<file path="config.mk">
export PLATFORM = sky130hd
export DESIGN_NAME = fetch_stage
export DESIGN_NICKNAME = d
export VERILOG_FILES = /design/src/rtl/fetch_stage.sv
export SDC_FILE = /design/constraint.sdc
export NUM_CORES = 1
export LEC_CHECK = 0
export ABC_AREA = 1
export CAP_MARGIN = 10
export CORE_AREA = 4 4 117 231
export CTS_BUF_LIST = sky130_fd_sc_hd__clkbuf_8 sky130_fd_sc_hd__clkbuf_16
export DETAILED_ROUTE_END_ITERATION = 10
export DIE_AREA = 0 0 121 235
export HOLD_SLACK_MARGIN = 0.15
export MAX_ROUTING_LAYER = met4
export PLACE_DENSITY_LB_ADDON = 0.12
export SETUP_SLACK_MARGIN = 0.5
export SLEW_MARGIN = 0
export SYNTH_ARGS = -nofsm -noshare
export SYNTH_HDL_FRONTEND = slang
export SYNTH_SLANG_ARGS = --single-unit
export TNS_END_PERCENT = 10
</file>
<file path="constraint.sdc">
create_clock -name clk -period 7.3 [get_ports clk]
set_clock_uncertainty 0.1 [all_clocks]
set_input_delay 1.46 -clock clk [delete_from_list [all_inputs] [get_ports clk]]
set_output_delay 1.46 -clock clk [all_outputs]
set_load 0.01 [all_outputs]
</file>
<file path="src/rtl/fetch_stage.sv">
// Instruction fetch: PC register drives imem, {pc, instr} captured into a small FIFO for decode.
// Latency 1 cycle imem_addr to out_valid; PC stalls when FIFO full and not popping; redirect flushes.

module fetch_fifo #(
    parameter int W     = 64,
    parameter int DEPTH = 2
) (
    input  logic                         clk,
    input  logic                         rst,
    input  logic                         flush,
    input  logic                         push,
    input  logic [W-1:0]                 wr_dat,
    input  logic                         pop,
    output logic [W-1:0]                 rd_dat,
    output logic [$clog2(DEPTH+1)-1:0]   count
);
    localparam int PW = $clog2(DEPTH);
    localparam int CW = $clog2(DEPTH + 1);

    logic [W-1:0]  mem [DEPTH];
    logic [PW-1:0] rptr;
    logic [PW-1:0] wptr;

    assign rd_dat = mem[rptr];

    always_ff @(posedge clk or posedge rst) begin
        if (rst) begin
            rptr  <= '0;
            wptr  <= '0;
            count <= '0;
            for (int i = 0; i < DEPTH; i++) begin
                mem[i] <= '0;
            end
        end else if (flush) begin
            rptr  <= '0;
            wptr  <= '0;
            count <= '0;
        end else begin
            if (push) begin
                mem[wptr] <= wr_dat;
                wptr      <= wptr + PW'(1);
            end
            if (pop) begin
                rptr <= rptr + PW'(1);
            end
            if (push && !pop) begin
                count <= count + CW'(1);
            end else if (pop && !push) begin
                count <= count - CW'(1);
            end
        end
    end
endmodule

module fetch_stage #(
    parameter logic [31:0] RESET_PC = 32'h0000_0000,
    parameter int          DEPTH    = 2
) (
    input  logic        clk,
    input  logic        rst,
    input  logic        fetch_en,
    output logic [31:0] imem_addr,
    input  logic [31:0] imem_rd,
    input  logic        redirect_valid,
    input  logic [31:0] redirect_pc,
    output logic        out_valid,
    input  logic        out_ready,
    output logic [31:0] out_instr,
    output logic [31:0] out_pc,
    output logic [31:0] out_pc_plus4
);
    localparam int CW = $clog2(DEPTH + 1);

    logic [31:0]   pc;
    logic [CW-1:0] count;
    logic [63:0]   head_dat;
    logic          full;
    logic          push;
    logic          pop;

    assign imem_addr = pc;
    assign full      = (count == CW'(DEPTH));
    // Redirect masks the head so a flushed entry can never handshake.
    assign out_valid = (count != '0) & ~redirect_valid;
    assign pop       = out_valid & out_ready;
    assign push      = fetch_en & ~redirect_valid & (~full | pop);

    always_ff @(posedge clk or posedge rst) begin
        if (rst) begin
            pc <= RESET_PC;
        end else if (redirect_valid) begin
            pc <= {redirect_pc[31:2], 2'b00};
        end else if (push) begin
            pc <= pc + 32'd4;
        end
    end

    fetch_fifo #(
        .W     (64),
        .DEPTH (DEPTH)
    ) u_fifo (
        .clk    (clk),
        .rst    (rst),
        .flush  (redirect_valid),
        .push   (push),
        .wr_dat ({pc, imem_rd}),
        .pop    (pop),
        .rd_dat (head_dat),
        .count  (count)
    );

    assign out_pc       = head_dat[63:32];
    assign out_instr    = head_dat[31:0];
    assign out_pc_plus4 = out_pc + 32'd4;
endmodule

</file>
==> impl_metrics.env <==
export IMPL_cts_sinks=158
export IMPL_postRouteAntennaNets=0
export IMPL_hpwl_mm=20.8
export IMPL_met3_usage_pct=3.49
export IMPL_startpoint="u_fifo.rptr$_DFFE_PP0P_"
export IMPL_grt_use_met2_pct=37.2
export IMPL_maxSlewViolCount=0
export IMPL_die_h_um=235
export IMPL_rsz0062_at_grt="no"
export IMPL_die_w_um=121
export IMPL_layout_drive_gt1_share_pct=4.47
export IMPL_synth_ff_type="dfrtp_1"
export IMPL_cts_resized=0
export IMPL_synthTopCellsByCount="nand2_1, dfrtp_1, inv_1"
export IMPL_htree_num_levels=4
export IMPL_ioPinCount=198
export IMPL_synth_most_common_cell="nand2_1"
export IMPL_netlist_instances=1255
export IMPL_syn_avg_cell_area_sq_um=6.98
export IMPL_grt_most_used_layer="met2"
export IMPL_worst_pin_slew_ns=1.12
export IMPL_powerDensity_nw_per_um2=370
export IMPL_gr_total_overflow=0
export IMPL_post_cts_setup_buffer_count=0
export IMPL_worstSetupStartpointType="flip-flop"
export IMPL_initial_core_util_pct=34.8
export IMPL_drcViolationCount=0
export IMPL_nets=1489
export IMPL_areaGrowthSynthToFinish_pct=30.0
export IMPL_async_flop_share_pct=100
export IMPL_synth_seq_cells=158
export IMPL_synth_edf_count=0
export IMPL_hold_viol=0
export IMPL_worstSetupEndpointType="output pin"
export IMPL_min_period_ns=5.08
export IMPL_fmax_ghz=0.197
export IMPL_period_share_pct=69.6
export IMPL_yosysTopAreaCell="dfrtp_1"
export IMPL_max_cap_violations=0
export IMPL_cpMaxStageDelayCell="clkdlybuf4s50_1"
export IMPL_cpMostUsedCell="nand2_1"
export IMPL_crit_fanout=63
export IMPL_io_buffers=189
export IMPL_setup_ws_ns=2.22
export IMPL_clockRootBuffer="clkbuf_16"
export IMPL_antenna_cells=0
export IMPL_grt_pass1_vias=8238
export IMPL_cts_buffer_depth=2
export IMPL_total_leakage_power_nw=5.46
export IMPL_row_count=82
export IMPL_yosysWarnings=0
export IMPL_grt_max_degree=125
export IMPL_antenna_found_initial=0
export IMPL_synth_top_area_share_pct=45.2
export IMPL_drt_vias_per_instance=4.73
export IMPL_setup_violations=0
export IMPL_hold_buffers=0
export IMPL_min_from="u_fifo.mem[125]$_DFFE_PP0P_"
export IMPL_drt_total_wl_mm=28.3
export IMPL_insertion_delay_ns=0.44
export IMPL_arrival_ns=3.52
export IMPL_hold_class="reg -> reg"
export IMPL_grt_pass1_wl_mm=44.5
export IMPL_cts_buffers=17
export IMPL_drt_iter0_drc=555
export IMPL_cts_tree="done"
export IMPL_max_vdd_ir_drop_uv=142
export IMPL_worst_path_largest_cell_delay_ns=0.56
export IMPL_grt_usage_pct=20.8
export IMPL_core_sq_um=25100
export IMPL_syn_cell_area_sq_um=8760
export IMPL_dieArea_sq_um=28400
export IMPL_vias=8366
export IMPL_path_clk_slew_ns=0.07
export IMPL_wl_per_cell_um=16.0
export IMPL_r2r_start="u_fifo.count[0]$_DFFE_PP0P_"
export IMPL_grtUsageMet1_pct=22.0
export IMPL_status="completed"
export IMPL_synth_area_leaders="dfrtp_1, nand2_1, o21ai_0"
export IMPL_relSlewSlack_pct=25.1
export IMPL_ys_seq_area_share_pct=45.2
export IMPL_place_gp_congestion=0.907
export IMPL_pre_cts_ws_ns=2.64
export IMPL_critical_path_required_ns=5.74
export IMPL_fin_setup_tns_ns=0
export IMPL_path_class="reg -> out"
export IMPL_crit_chain="inv_6 -> nand2_1 -> nand2_1 -> ha_1 -> nand3_1 -> nor2_4 -> nand2_1 -> nor2_1 -> xor2_1 -> clkdlybuf4s50_1"
export IMPL_drt_pass1_iterations=5
export IMPL_ys_types=32
final timing paths:
kind                                          endpoint  slack (ns)  cells past startpoint
setup / recovery                      out_pc_plus4[16]        2.22                     10
hold / removal             u_fifo.mem[125]$_DFFE_PP0P_        0.38                      2
setup reg to reg           u_fifo.mem[117]$_DFFE_PP0P_        4.51                      9
hold reg to reg            u_fifo.mem[125]$_DFFE_PP0P_        0.38                      2
max in group asynchronous   u_fifo.mem[50]$_DFFE_PP0P_        4.25                      3
min in group asynchronous   u_fifo.mem[85]$_DFFE_PP0P_        1.50                      2
report_power, final:
part	switching, W	internal, W	leakage, nW
clock	0.000385	0.000529	0.291
sequential	0.000208	0.00121	1.96
combinational	0.00104	0.000841	3.20
total	0.00163	0.00258	5.46
logic make-up after synthesis:
family,synth area share [%]
compound gates,9.77
xor+xnor,1.90
fa+ha+maj,0.286
buf+inv,9.43
flops,45.2
other cells,0.0428
simple gates,33.4
placed cells by master, fill, tap and decap left out, drive strengths merged:
master / instances
o22ai: 1
nand2: 569
ha: 2
nand3: 57
o211ai: 9
a22oi: 2
nand3b: 3
xnor2: 4
bufinv: 2
a21oi: 1
clkinvlp: 3
conb: 6
nand4: 2
xor2: 15
buf: 5
or2: 2
dfrtp: 158
o21ai: 150
nor2: 99
clkdlybuf4s50: 189
inv: 132
clkbuf: 19
nor3: 1
per-layer routing:
metal | routed length, um | share of wire (%) | vias to the layer above
met5 | 0 | 0 | -
met4 | 1130 | 4.0 | 0
met3 | 1160 | 4.1 | 52
met2 | 15300 | 54 | 245
met1 | 10700 | 38 | 3870
li1 | - | - | 4199
per-stage QoR:
stage / instance area, sq um / power [W] / hold slack [ns] / util, % / std cells
floorplan: 8770 / 0.00238 / 0.346 / - / 1260
global placement: 10800 / 0.00332 / 0.363 / 42.9 / 1735
detailed placement: 10800 / 0.00334 / 0.369 / 42.9 / 1735
CTS: 11400 / 0.00428 / 0.386 / 45.3 / 1767
global route: 11400 / 0.00452 / 0.397 / 45.3 / 1767
finish: 11400 / 0.00421 / 0.383 / 45.3 / 1767
flip-flops by register name, summed over array words and instances, names as in the netlist:
signal / flops
u_fifo.count: 2
u_fifo.mem: 124
u_fifo.wptr: 1
imem_addr: 30
u_fifo.rptr: 1
critical path: cells and delay by family, from the launching register on:
kind / cells / cell delay (ns)
and+or+nand+nor: 6 / 1.12
adders and majority gates: 1 / 0.31
xor gates and xnor gates: 1 / 0.19
DFF: 1 / 0.48
buffers and inverters: 2 / 0.98
area by class of cell:
class | count | area [sq um]
multi-input combinational | 923 | 4000
inverter | 124 | 475
clock buffer | 19 | 453
sequential | 158 | 3960
fill | 2638 | 13800
tap | 336 | 420
timing repair buffer | 194 | 1930
clock inverter | 13 | 150
No activity file was read; power rests on OpenSTA's default activity.
